**src/rtl/reset_sequencer.sv**
```systemverilog
// reset_sequencer
//   Collects asynchronous active-low reset requests, synchronizes each one,
//   and produces a set of synchronous active-low resets. All outputs assert
//   together; once every request has been quiet for HOLD_CYCLES cycles the
//   outputs release one at a time, bit 0 first, GAP_CYCLES cycles apart.
//
// Ports
//   clk            : single clock, all state updates on the rising edge
//   reset          : synchronous active-high block reset
//   reset_async_n  : [NUM_SRC] asynchronous active-low reset requests
//   cause_clr      : synchronous clear of the cause register
//   reset_sync_n   : [NUM_OUT] sequenced synchronous active-low resets
//   busy           : high while any reset_sync_n bit is low
//   cause          : [NUM_SRC] sticky record of requesting sources
module reset_sequencer #(
    parameter int NUM_SRC     = 2,
    parameter int NUM_OUT     = 4,
    parameter int SYNC_STAGES = 2,
    parameter int HOLD_CYCLES = 4,
    parameter int GAP_CYCLES  = 2
) (
    input  logic               clk,
    input  logic               reset,
    input  logic [NUM_SRC-1:0] reset_async_n,
    input  logic               cause_clr,
    output logic [NUM_OUT-1:0] reset_sync_n,
    output logic               busy,
    output logic [NUM_SRC-1:0] cause
);

    localparam int HOLD_W = (HOLD_CYCLES > 1) ? $clog2(HOLD_CYCLES) : 1;
    localparam int GAP_W  = (GAP_CYCLES > 1)  ? $clog2(GAP_CYCLES)  : 1;
    localparam int IDX_W  = (NUM_OUT > 1)     ? $clog2(NUM_OUT)     : 1;

    localparam int HOLD_LAST_I = HOLD_CYCLES - 1;
    localparam int GAP_LAST_I  = GAP_CYCLES - 1;
    // Index of the bit released just before the final one.
    localparam int PEN_IDX_I   = (NUM_OUT > 1) ? NUM_OUT - 2 : 0;

    localparam logic [HOLD_W-1:0] HOLD_LAST = HOLD_LAST_I[HOLD_W-1:0];
    localparam logic [GAP_W-1:0]  GAP_LAST  = GAP_LAST_I[GAP_W-1:0];
    localparam logic [IDX_W-1:0]  PEN_IDX   = PEN_IDX_I[IDX_W-1:0];

    typedef enum logic [1:0] {
        ST_ASSERT,
        ST_HOLD,
        ST_RELEASE,
        ST_RUN
    } state_t;

    logic [NUM_SRC-1:0] sync_q [SYNC_STAGES];
    logic [NUM_SRC-1:0] sync_n;
    logic               req;

    state_t             state_q, state_d;
    logic [HOLD_W-1:0]  hold_cnt_q, hold_cnt_d;
    logic [GAP_W-1:0]   gap_cnt_q, gap_cnt_d;
    logic [IDX_W-1:0]   idx_q, idx_d;
    logic [NUM_OUT-1:0] rsn_d;
    logic               busy_d;

    // Synchronizer chains: the only flops that see the raw inputs. Reset
    // loads them with 0 so the block leaves reset with a request pending and
    // runs the full release sequence.
    always_ff @(posedge clk) begin
        if (reset) begin
            for (int k = 0; k < SYNC_STAGES; k++) begin
                sync_q[k] <= '0;
            end
        end else begin
            sync_q[0] <= reset_async_n;
            for (int k = 1; k < SYNC_STAGES; k++) begin
                sync_q[k] <= sync_q[k-1];
            end
        end
    end

    assign sync_n = sync_q[SYNC_STAGES-1];
    assign req    = ~(&sync_n);

    // State, counters and outputs are all registered.
    always_ff @(posedge clk) begin
        if (reset) begin
            state_q      <= ST_ASSERT;
            hold_cnt_q   <= '0;
            gap_cnt_q    <= '0;
            idx_q        <= '0;
            reset_sync_n <= '0;
            busy         <= 1'b1;
        end else begin
            state_q      <= state_d;
            hold_cnt_q   <= hold_cnt_d;
            gap_cnt_q    <= gap_cnt_d;
            idx_q        <= idx_d;
            reset_sync_n <= rsn_d;
            busy         <= busy_d;
        end
    end

    always_comb begin
        state_d    = state_q;
        hold_cnt_d = hold_cnt_q;
        gap_cnt_d  = gap_cnt_q;
        idx_d      = idx_q;
        rsn_d      = reset_sync_n;
        busy_d     = busy;

        if (req) begin
            // Any request, in any state, drops every output in the same cycle.
            state_d    = ST_ASSERT;
            hold_cnt_d = '0;
            gap_cnt_d  = '0;
            idx_d      = '0;
            rsn_d      = '0;
            busy_d     = 1'b1;
        end else begin
            case (state_q)
                ST_ASSERT: begin
                    state_d    = ST_HOLD;
                    hold_cnt_d = '0;
                    rsn_d      = '0;
                    busy_d     = 1'b1;
                end
                ST_HOLD: begin
                    if (hold_cnt_q == HOLD_LAST) begin
                        // Quiet long enough: release bit 0 now.
                        rsn_d      = NUM_OUT'(1);
                        hold_cnt_d = '0;
                        gap_cnt_d  = '0;
                        idx_d      = '0;
                        if (NUM_OUT == 1) begin
                            state_d = ST_RUN;
                            busy_d  = 1'b0;
                        end else begin
                            state_d = ST_RELEASE;
                            busy_d  = 1'b1;
                        end
                    end else begin
                        hold_cnt_d = hold_cnt_q + 1'b1;
                    end
                end
                ST_RELEASE: begin
                    if (gap_cnt_q == GAP_LAST) begin
                        // Released bits form a thermometer code, so the next
                        // bit is added by shifting in a one.
                        rsn_d     = (reset_sync_n << 1) | NUM_OUT'(1);
                        gap_cnt_d = '0;
                        if (idx_q == PEN_IDX) begin
                            state_d = ST_RUN;
                            idx_d   = '0;
                            busy_d  = 1'b0;
                        end else begin
                            idx_d = idx_q + 1'b1;
                        end
                    end else begin
                        gap_cnt_d = gap_cnt_q + 1'b1;
                    end
                end
                ST_RUN: begin
                    rsn_d  = '1;
                    busy_d = 1'b0;
                end
                default: begin
                    state_d = ST_ASSERT;
                    rsn_d   = '0;
                    busy_d  = 1'b1;
                end
            endcase
        end
    end

    // Cause capture: a source low in the synchronized domain sets its bit,
    // and that set beats a simultaneous clear.
    always_ff @(posedge clk) begin
        if (reset) begin
            cause <= '0;
        end else begin
            cause <= (cause & ~{NUM_SRC{cause_clr}}) | ~sync_n;
        end
    end

endmodule

```
**config.mk**
```make
export PLATFORM = sky130hd
export DESIGN_NAME = reset_sequencer
export DESIGN_NICKNAME = d
export VERILOG_FILES = /design/src/rtl/reset_sequencer.sv
export SDC_FILE = /design/constraint.sdc
export NUM_CORES = 1
export LEC_CHECK = 0
export BUFFER_PORTS_ARGS = -buffer_cell sky130_fd_sc_hd__buf_2
export CORE_MARGIN = 4
export CORE_UTILIZATION = 50
export DETAILED_ROUTE_END_ITERATION = 8
export PLACE_DENSITY = 0.67
export SYNTH_ARGS = -nofsm -noshare
export SYNTH_HDL_FRONTEND = slang
export SYNTH_SLANG_ARGS = --single-unit
```
**constraint.sdc**
```tcl
create_clock -name clk -period 1.9 [get_ports clk]
set_input_delay 0.475 -clock clk [delete_from_list [all_inputs] [get_ports clk]]
set_output_delay 0.475 -clock clk [all_outputs]
set_load 0.01 [all_outputs]
```
Word level (Yosys, flattened, before mapping)
Memories as Yosys holds them, arrays and structs flattened. Cells that the tools add are included. Widths: inputs -> output; s select.

Memories kept: 1. Memory bits (writable): 4. Logic and storage cells: 62. Output and inout bits: 7. Register bits: 14. Bits of input ports: 5.

Memories: sync_q (depth 2, width 2, rd ports 2, clocked after Yosys merged registers in 0, wr ports 2, line 51) `logic [NUM_SRC-1:0] sync_q [SYNC_STAGES];`.

Mux-type cells: 25. Bitwise gates (word level): 7. Add/sub/neg operators: 3. Reduce and logical (&&, ||, !) cells: 11. Eq/ne operators: 8.

Operators with widths (number): $mux 2 (9); $pmux 4 s4 (1); $eq 2x2->1 const B (4); $mux 1 (8); $mux 4 (2); $pmux 2 s2 (2); $ne 2x2->1 const B (3); $pmux 2 s3 (1); $reduce_and 2->1 (3); $reduce_and 3->1 (2); $add 2x1->2 const B (2); $not 2->2 (2); $pmux 1 s4 (1); $reduce_and 4->1 (1); $reduce_bool 2->1 (2); $reduce_bool 3->1 (1); $and 2x2->2 (1); $eq 2x1->1 const B (1); $logic_not 2->1 (1); $or 1x1->1 (2); $or 2x2->2 (1); $pmux 1 s2 (1); $reduce_or 2->1 (1); $add 1x1->1 const B (1); $not 1->1 (1).

Longest topological paths before layout
Gate-level depths: netlist of the first run.

Depth in word-level cells: 4. Mapped depth: 6. Depth with buffers taken out: 5.

Least setup slack after synthesis of the first run
OpenSTA, ideal clock, no wires.

Path type: reg-to-reg. Start point: register state_q[0]. End point: register state_q[0]. Arrival time: 1602 ps. Library setup time: 121 ps. Slack: 177 ps. Required time: 1779 ps. Cell stages (with the launch flop): 6. Period minus slack after synthesis: 1723 ps. Cells stage by stage: dfxtp_1 > inv_1 > ha_1 > clkbuf_1 > a2111oi_2 > mux2_2.

Cells in the longest elaborated chain, start to end: 3.

RTL lines: start: declaration (line 55) `state_t state_q, state_d;`; start signal: assignment (line 91) `state_q <= state_d;`; $eq 2x2->1, or another cell as far along (line 117) `case (state_q)`; $ne 2x2->1 (no source line) / $reduce_bool 3->1 (equally long branches); $reduce_and 4->1 (no source line).

Parallel ways exist; a longest one is shown, timed or not. A chain may end at the register's enable or synchronous reset.

Worst setup path after layout of the first run
Start point: register state_q[0]. End point: register reset_sync_n[3].

Cells in the longest elaborated chain, start to end: 3.

RTL lines: $eq 2x1->1 / $eq 2x2->1 (equally long branches) (line 117); $ne 2x2->1 (no source line); $reduce_and 2->1 (no source line); end signal: assignment (line 95) `reset_sync_n <= rsn_d;`; end: declaration (line 26) `output logic [NUM_OUT-1:0] reset_sync_n,`.

Parallel ways exist; a longest one is shown, timed or not.

==> flow_summary_export.csv, run 1 <==
group,metric,value,unit
floorplanning,start_util,0.553,
clocking,ctsResizeCount,0,
route,dr_total_vias,669,
timing,finClkSkew,0.00462,ns
synthesis,syn-num-nets,105,
pwr,leakage,0.401,nW
floorplanning,core,1580,sq um
timing,hold_violations,0,
status,status,"complete, no violations",
placement,hpwl,1.12,mm
critical_path,critPathArrivalTime,2.00,ns
route,drt-initial-drc-count,2,
route,drt_first_pass_iters,4,
synthesis,syn_avg_cell_area,9.58,sq um
clocking,cts_buffers,3,
synthesis,ys_warn_count,0,
floorplanning,die-area,2480,sq um
route,vias_per_cell,5.44,
timing,max_freq,0.567,GHz
synthesis,ys_seq_area_frac,0.413,
finish,drive_gt1_frac,0.224,
synthesis,synth_cell_types,25,
clocking,clock_sinks,18,
clocking,htreeDepth,1,
synthesis,ys.flop_type,"dfxtp_1",
placement,place_inst,119,
route,wl_per_cell,12.3,um
job,max_cap_viol_count,0,
pwr,peakVddDrop,0.435,mV
finish,fillCellCount,141,
synthesis,ys_top_cells_by_count,"dfxtp_1 (18), a21oi_1 (11), ha_1 (9)",
synthesis,async_flop_share,0,
placement,place_congestion,0.799,
critical_path,cp_data_required_time,2.13,ns
critical_path,crit_fanout,10,
route,drtAntennaViolNets,0,
timing,setup_violations,0,
timing,period_share,0.929,
timing,max-slew-margin-rel,0.817,
floorplanning,fp.dieH,49.8,um
synthesis,synth_top_area_frac,0.413,
timing,fin_crit,1.77,ns
pwr,p_per_area,636,nW/um^2
clocking,hold_buffers,0,
critical_path,criticalPathCategory,"reg2reg",
global_route,globalRouteOverflowTotal,0,
finish,final_cells,123,
synthesis,synth.most_common_cell,"dfxtp_1",
floorplanning,io_pins,12,
floorplanning,fp.dieW,49.8,um
route,wl,1.51,mm
global_route,grt_first_pass_wirelength,2.65,mm
clocking,cts_buffer_depth,2,
route,drc,0,
synthesis,synth-edff-count,0,
global_route,grt_pass1_vias,620,
global_route,grt_max_degree,13,
global_route,track_usage,0.139,
timing,setup_tns,0,ns
critical_path,critPathLaunchType,"register",
finish,antenna_cells,0,
floorplanning,rows,14,
clocking,root_buffer,"clkbuf_4",
placement,numPortBuffers,11,
clocking,clk_pin_slew,0.11,ns
clocking,tritoncts,"done",
hold_path,hold_path.class,"in2reg",
global_route,antenna_found_initial,0,
synthesis,syn_inst,91,
timing,rsz0062_at_grt,"no",
timing,tightest_slew,0.267,ns
synthesis,ys_seq_elements,18,
pwr,power,0.643,mW
synthesis,yosys-top-cells-area,"dfxtp_1 (41%), ha_1 (13%), a21oi_1 (6.3%)",
finish,syn_to_final_growth,15.9,%
finish,nNetsFinal,122,
synthesis,syn_area,872,sq um
clocking,cts_setup_buffers,0,
critical_path,end_kind,"register",
clocking,worstSkewPairLatency,0.29,ns
timing,slew_viol_final,0,
synthesis,yosysTopAreaCell,"dfxtp_1",
-- routing by layer --
metal / share of wire / global-route usage / wire, um
met2: 0.45 / 0.207 / 678
met1: 0.49 / 0.178 / 743
met4: 0.020 / 0.0829 / 30
met5: 0 / 0 / 0
met3: 0.038 / 0.0361 / 57
-- report_power, final --
group	internal (mW)	switching, mW
clock	0.117	0.120
sequential	0.384	0.00258
combinational	0.0105	0.00881
-- worst max-delay path, cell delays in order (launching register included) --
cell and delay [ns]:
dfxtp_1 0.42, inv_1 0.09, ha_1 0.23, nor2b_1 0.17, buf_4 0.17, or4_1 0.47, a21oi_1 0.14
-- worst paths after layout --
kind                          end  depth (start not counted)        startpoint  slack [ns]
setup reg to reg  reset_sync_n[3]                          6        state_q[0]        0.13
hold / removal       sync_q[0][0]                          2  reset_async_n[0]        0.39
setup / recovery  reset_sync_n[3]                          6        state_q[0]        0.13
hold reg to reg          cause[0]                          1      sync_q[0][2]        0.44
-- kinds of logic after synthesis --
logic type	count (synthesis)	share of synthesized area
AOI/OAI and AO/OA	20	0.138
muxes	4	0.0488
and+or+nand+nor	33	0.232
adders and majority gates	9	0.129
buffers and inverters	7	0.0387
DFF	18	0.413
-- state kept, by name, indices dropped and copies added, names as in the netlist --
signal and flops:
reset_sync_n 4, sync_q 4, cause 2, hold_cnt_q 2
idx_q 2, state_q 2, busy 1, gap_cnt_q 1
-- final cells by class --
type / instances / area, sq um / share of cell area
tap: 16 / 20.0 / 0.0198
sequential: 18 / 360 / 0.356
inverter: 3 / 11.3 / 0.0111
timing repair buffer: 16 / 92.6 / 0.0916
clock buffer: 4 / 36.3 / 0.0359
multi-input combinational: 66 / 490 / 0.485
-- per-stage QoR --
stage | utilization | cell area, sq um | hold slack, ns | worst slack [ns]
finish | 0.641 | 1010 | 0.386 | 0.135
global route | 0.641 | 1010 | 0.400 | 0.0308
CTS | 0.633 | 998 | 0.379 | 0.0511
detailed placement | 0.610 | 962 | 0.420 | 0.0654
global placement | 0.610 | 962 | 0.417 | 0.136
floorplan | - | 872 | 0.402 | 0.177
-- placed cells by master (no fill, tap or decap), drive strengths merged, types with 3 or more instances in the layout --
cell    netlist  routed
ha            9       9
clkbuf        3       4
nand3b        4       4
or4           3       3
buf           1      16
nor2          7       7
dfxtp        18      18
o21ai         4       4
nor2b         7       7
nand2b        3       3
inv           3       3
a21oi        11      11
nand2         3       3
No activity file was read; power rests on OpenSTA's default activity.
==> run 2: changes to the inputs <==
Settings changed: CORE_ASPECT_RATIO set to 1.1.
==> run 2 against run 1 <==
Clock power fell by 2%. Via count fell by 1.0%. Register-to-register slack improved by 0.03 ns. Global-route usage rose by 1.0 points. Clock-buffer cell count did not move. Fmax rose by 1.9%. Hold slack improved by 0.00061 ns. Setup slack improved by 0.033 ns. Combinational power barely moved. Critical path depth fell by 1. Largest cell class unchanged.
==> flow_summary_export.csv, run 2 (synthesis results as in run 1) <==
group,metric,value,unit
hold_path,hp-start,"reset_async_n[0]",
timing,hold_violations,0,
critical_path,crit_fanout,12,
critical_path,critPathLaunchType,"register",
global_route,grt_pass1_vias,580,
finish,final_common_cell,"dfxtp_1",
floorplanning,rows,15,
placement,dpl_worst_slack,0.0870,ns
placement,dpl_cell_area,963,sq um
timing,slew_viol_final,0,
finish,final_cell_mix,"dfxtp_1 (17), a21oi_1 (11), buf_2 (11)",
critical_path,critPathLaunch,"state_q[1]",
placement,place_congestion,0.719,
timing,finClkSkew,0.00626,ns
critical_path,criticalPathCategory,"reg2reg",
job,max_cap_viol_count,0,
route,dr_total_vias,662,
global_route,grt_first_pass_wirelength,2.55,mm
finish,drive_gt1_frac,0.234,
clocking,cts_buffers,3,
floorplanning,start_util,0.540,
placement,hpwl,1.05,mm
timing,tightest_slew,0.319,ns
clocking,cts_buffer_depth,2,
status,status,"complete, no violations",
floorplanning,fp.dieW,47.8,um
critical_path,critPathArrivalTime,1.92,ns
finish,antenna_cells,0,
timing,setup_violations,0,
critical_path,slowest_delay,0.42,ns
finish,fin_area,1010,sq um
global_route,globalRouteOverflowTotal,0,
route,wl,1.51,mm
clocking,tritoncts,"done",
clocking,clock_sinks,18,
timing,rsz0062_at_grt,"no",
floorplanning,fp.dieH,51.8,um
timing,timing.final.ws_setup,0.168,ns
timing,period_share,0.912,
critical_path,cp_slowest_cell,"dfxtp_1",
route,drt_first_pass_iters,4,
timing,setup_tns,0,ns
global_route,grt_max_degree,13,
clocking,root_buffer,"clkbuf_4",
floorplanning,core,1610,sq um
clocking,worstSkewPairLatency,0.30,ns
pwr,p_per_area,630,nW/um^2
placement,numPortBuffers,11,
route,vias_per_cell,5.34,
finish,syn_to_final_growth,16.2,%
global_route,track_usage,0.149,
critical_path,critPathBufInv,1,
clocking,htreeDepth,1,
critical_path,crit_chain,"inv_1, ha_1, nor2b_4, a2111oi_4, mux2_2",
floorplanning,io_pins,12,
hold_path,hold_path.class,"in2reg",
critical_path,timing.rr.start,"state_q[1]",
route,drc,0,
finish,top_regs,"reset_sync_n x4, sync_q x4",
timing,max_freq,0.577,GHz
timing,fin_crit,1.73,ns
pwr,peakVddDrop,0.529,mV
global_route,antenna_found_initial,0,
finish,nNetsFinal,122,
pwr,power,0.639,mW
pwr,leakage,0.401,nW
clocking,clk_pin_slew,0.10,ns
floorplanning,die-area,2480,sq um
critical_path,end_kind,"register",
route,drtAntennaViolNets,0,
timing,whs,0.387,ns
route,drt-initial-drc-count,16,
critical_path,cp_top_family,"flip-flops",
critical_path,cp_data_required_time,2.09,ns
timing,max-slew-margin-rel,0.787,
route,wl_per_cell,12.2,um
run 2: cell counts in the layout (fill, tap and decap cells not counted):
Identical to the previous run, type by type.
run 2: repair_timing:
item / in CTS / in global routing
setup endpoints to repair: 0 / 3
gates resized for setup: 0 / 2
hold buffers: 0 / 0
hold endpoints to repair: 0 / 0
buffers inserted: 0 / 0
run 2: metal layers:
| metal | global-route usage | part of all wire | vias up |
|---|---|---|---|
| met5 | 0 | 0 | - |
| met4 | 0.108 | 0.033 | 0 |
| met3 | 0.0415 | 0.030 | 5 |
| met2 | 0.207 | 0.44 | 8 |
| met1 | 0.190 | 0.50 | 298 |
| li1 | - | - | 351 |
run 2: where the power goes:
| group | internal [mW] | switching [mW] |
|---|---|---|
| clock network | 0.117 | 0.117 |
| registers | 0.384 | 0.00246 |
| logic | 0.0104 | 0.00868 |
| total | 0.511 | 0.128 |
run 2: layout make-up:
type / count / area [sq um]
Sequential cell: 18 / 362
Clock buffer: 4 / 36.3
Tap cell: 17 / 21.3
Inverter: 3 / 11.3
Timing Repair Buffer: 16 / 92.6
Multi-Input combinational cell: 66 / 490
Fill cell: 141 / 601
run 2: final timing paths:
path,end,slack [ns],cells after the start
setup / recovery,state_q[0],0.17,5
hold / removal,sync_q[0][0],0.39,2
setup reg to reg,state_q[0],0.17,5
hold reg to reg,cause[0],0.43,1
run 2: metrics by stage:
stage | util | std cells
2_1_floorplan | - | 91
3_3_place_gp | 0.597 | 120
3_5_place_dp | 0.597 | 120
4_1_cts | 0.619 | 124
5_1_grt | 0.628 | 124
6_report | 0.628 | 124
==> run 3: changes to the inputs <==
==> constraint.sdc (replaced) <==
create_clock -name clk -period 1.9 [get_ports clk]
set_input_delay 0.095 -clock clk [delete_from_list [all_inputs] [get_ports clk]]
set_output_delay 0.095 -clock clk [all_outputs]
set_load 0.01 [all_outputs]
==> run 3 against run 2 <==
Global-route usage fell by 0.38 points. Fmax is 0.81% lower. Final cell count shrank 0.81%. Clock skew is 0.0011 ns lower. Die area did not move. Flip-flop and latch count stayed put. Combinational power about the same. Register-to-register slack about the same. Clock power barely moved. Critical endpoint is now reset_sync_n[2].
==> flow_summary_export.csv, run 3 (synthesis results as in run 1) <==
group,metric,value,unit
timing,hold_violations,0,
placement,hpwl,1.10,mm
floorplanning,core,1610,sq um
route,drc,0,
critical_path,cp_data_required_time,2.12,ns
hold_path,hold_path.class,"in2reg",
critical_path,timing.rr.start,"state_q[0]",
timing,fin_crit,1.75,ns
clocking,root_buffer,"clkbuf_4",
route,vias_per_cell,5.39,
timing,finClkSkew,0.00516,ns
timing,rsz0062_at_grt,"no",
pwr,peakVddDrop,0.424,mV
placement,place_congestion,0.698,
timing,timing.final.ws_setup,0.153,ns
finish,syn_to_final_growth,15.2,%
clocking,cts_buffer_depth,2,
floorplanning,fp.dieH,51.8,um
critical_path,crit_fanout,10,
critical_path,critPathArrivalTime,1.97,ns
route,wl_per_cell,12.0,um
global_route,globalRouteOverflowTotal,0,
clocking,tritoncts,"done",
finish,nNetsFinal,121,
route,drt_first_pass_iters,4,
floorplanning,fp.dieW,47.8,um
timing,max-slew-margin-rel,0.630,
route,drt-initial-drc-count,13,
critical_path,reg2reg_depth,6,
critical_path,critPathLaunchType,"register",
clocking,cts_buffers,3,
clocking,clk_pin_slew,0.10,ns
global_route,grt_max_degree,15,
timing,period_share,0.919,
critical_path,crit_path_end,"reset_sync_n[2]",
critical_path,end_kind,"register",
finish,top_regs,"reset_sync_n x4, sync_q x4",
clocking,clock_sinks,18,
timing,tightest_slew,0.553,ns
route,drtAntennaViolNets,0,
finish,drive_gt1_frac,0.217,
finish,final_cell_mix,"dfxtp_1 (18), a21oi_1 (11), buf_2 (11)",
floorplanning,io_pins,12,
global_route,antenna_found_initial,0,
route,wl,1.48,mm
clocking,worstSkewPairLatency,0.29,ns
clocking,htreeDepth,1,
pwr,leakage,0.397,nW
timing,slew_viol_final,0,
global_route,grt_first_pass_wirelength,2.57,mm
timing,setup_violations,0,
critical_path,r2r_setup_slack,0.15,ns
floorplanning,rows,15,
global_route,grt_pass1_vias,596,
floorplanning,die-area,2480,sq um
finish,antenna_cells,0,
timing,max_freq,0.573,GHz
job,max_cap_viol_count,0,
status,status,"complete, no violations",
global_route,track_usage,0.145,
placement,dpl_worst_slack,0.0951,ns
critical_path,rr_endpoint,"reset_sync_n[2]",
timing,setup_tns,0,ns
placement,numPortBuffers,11,
critical_path,critPathLaunch,"state_q[0]",
route,dr_total_vias,663,
pwr,p_per_area,636,nW/um^2
critical_path,criticalPathCategory,"reg2reg",
floorplanning,start_util,0.540,
finish,final_common_cell,"dfxtp_1",
run 3: changes by cell type in the layout (fill, tap and decap cells not counted), sizes merged:
cell / change
buf: -1
run 3: layer usage:
metal	up-vias	part of all wire	wire length, um	track usage
met4	0	0.020	29	0.0538
li1	349	-	-	-
met5	-	0	0	0
met1	299	0.49	720	0.186
met2	11	0.46	684	0.218
met3	4	0.032	48	0.0519
run 3: critical path, cell delays in order, from the launching register on:
cell and delay, ns:
dfxtp_1 0.42, inv_1 0.08, ha_1 0.22, nor2b_1 0.17, buf_4 0.17, or4_1 0.47, a21oi_1 0.14
run 3: how the worst min path moves through the flow:
stage	start	to	slack [ns]	cells past startpoint
after floorplan	reset	cause[0]	0.16	1
final	reset_async_n[1]	sync_q[0][1]	0.01	2
after CTS	reset_async_n[1]	sync_q[0][1]	0.001	2
after detailed placement	reset_async_n[1]	sync_q[0][1]	0.32	2
after global routing	reset_async_n[0]	sync_q[0][0]	0.02	2
after global placement	reset_async_n[1]	sync_q[0][1]	0.31	2
run 3: area by class of cell:
cell class	count	area, sq um
fill	137	609
multi-input combinational	66	490
clock buffer	4	36.3
sequential	18	360
timing repair buffer	15	85.1
inverter	3	11.3
tap	17	21.3
run 3: through the flow:
stage	instances	hold slack [ns]	total power, mW	util	cell area (sq um)
floorplan	91	0.164	0.405	-	872
global placement	119	0.307	0.414	0.592	956
detailed placement	119	0.316	0.414	0.592	956
CTS	123	0.00102	0.650	0.615	992
global route	123	0.0205	0.673	0.622	1000
finish	123	0.0137	0.639	0.622	1000
run 3: where the power goes:
part | total (mW) | internal [mW] | switching (mW)
Sequential | 0.387 | 0.384 | 0.00265
Combinational | 0.0190 | 0.0103 | 0.00870
Clock | 0.233 | 0.117 | 0.117
Total | 0.639 | 0.511 | 0.128
run 3: what timing repair did:
item | 4_1_cts | 5_1_grt
setup buffers | 0 | 0
hold buffers | 0 | 0
gates resized for setup | 0 | 1
endpoints found under the setup margin | 0 | 2
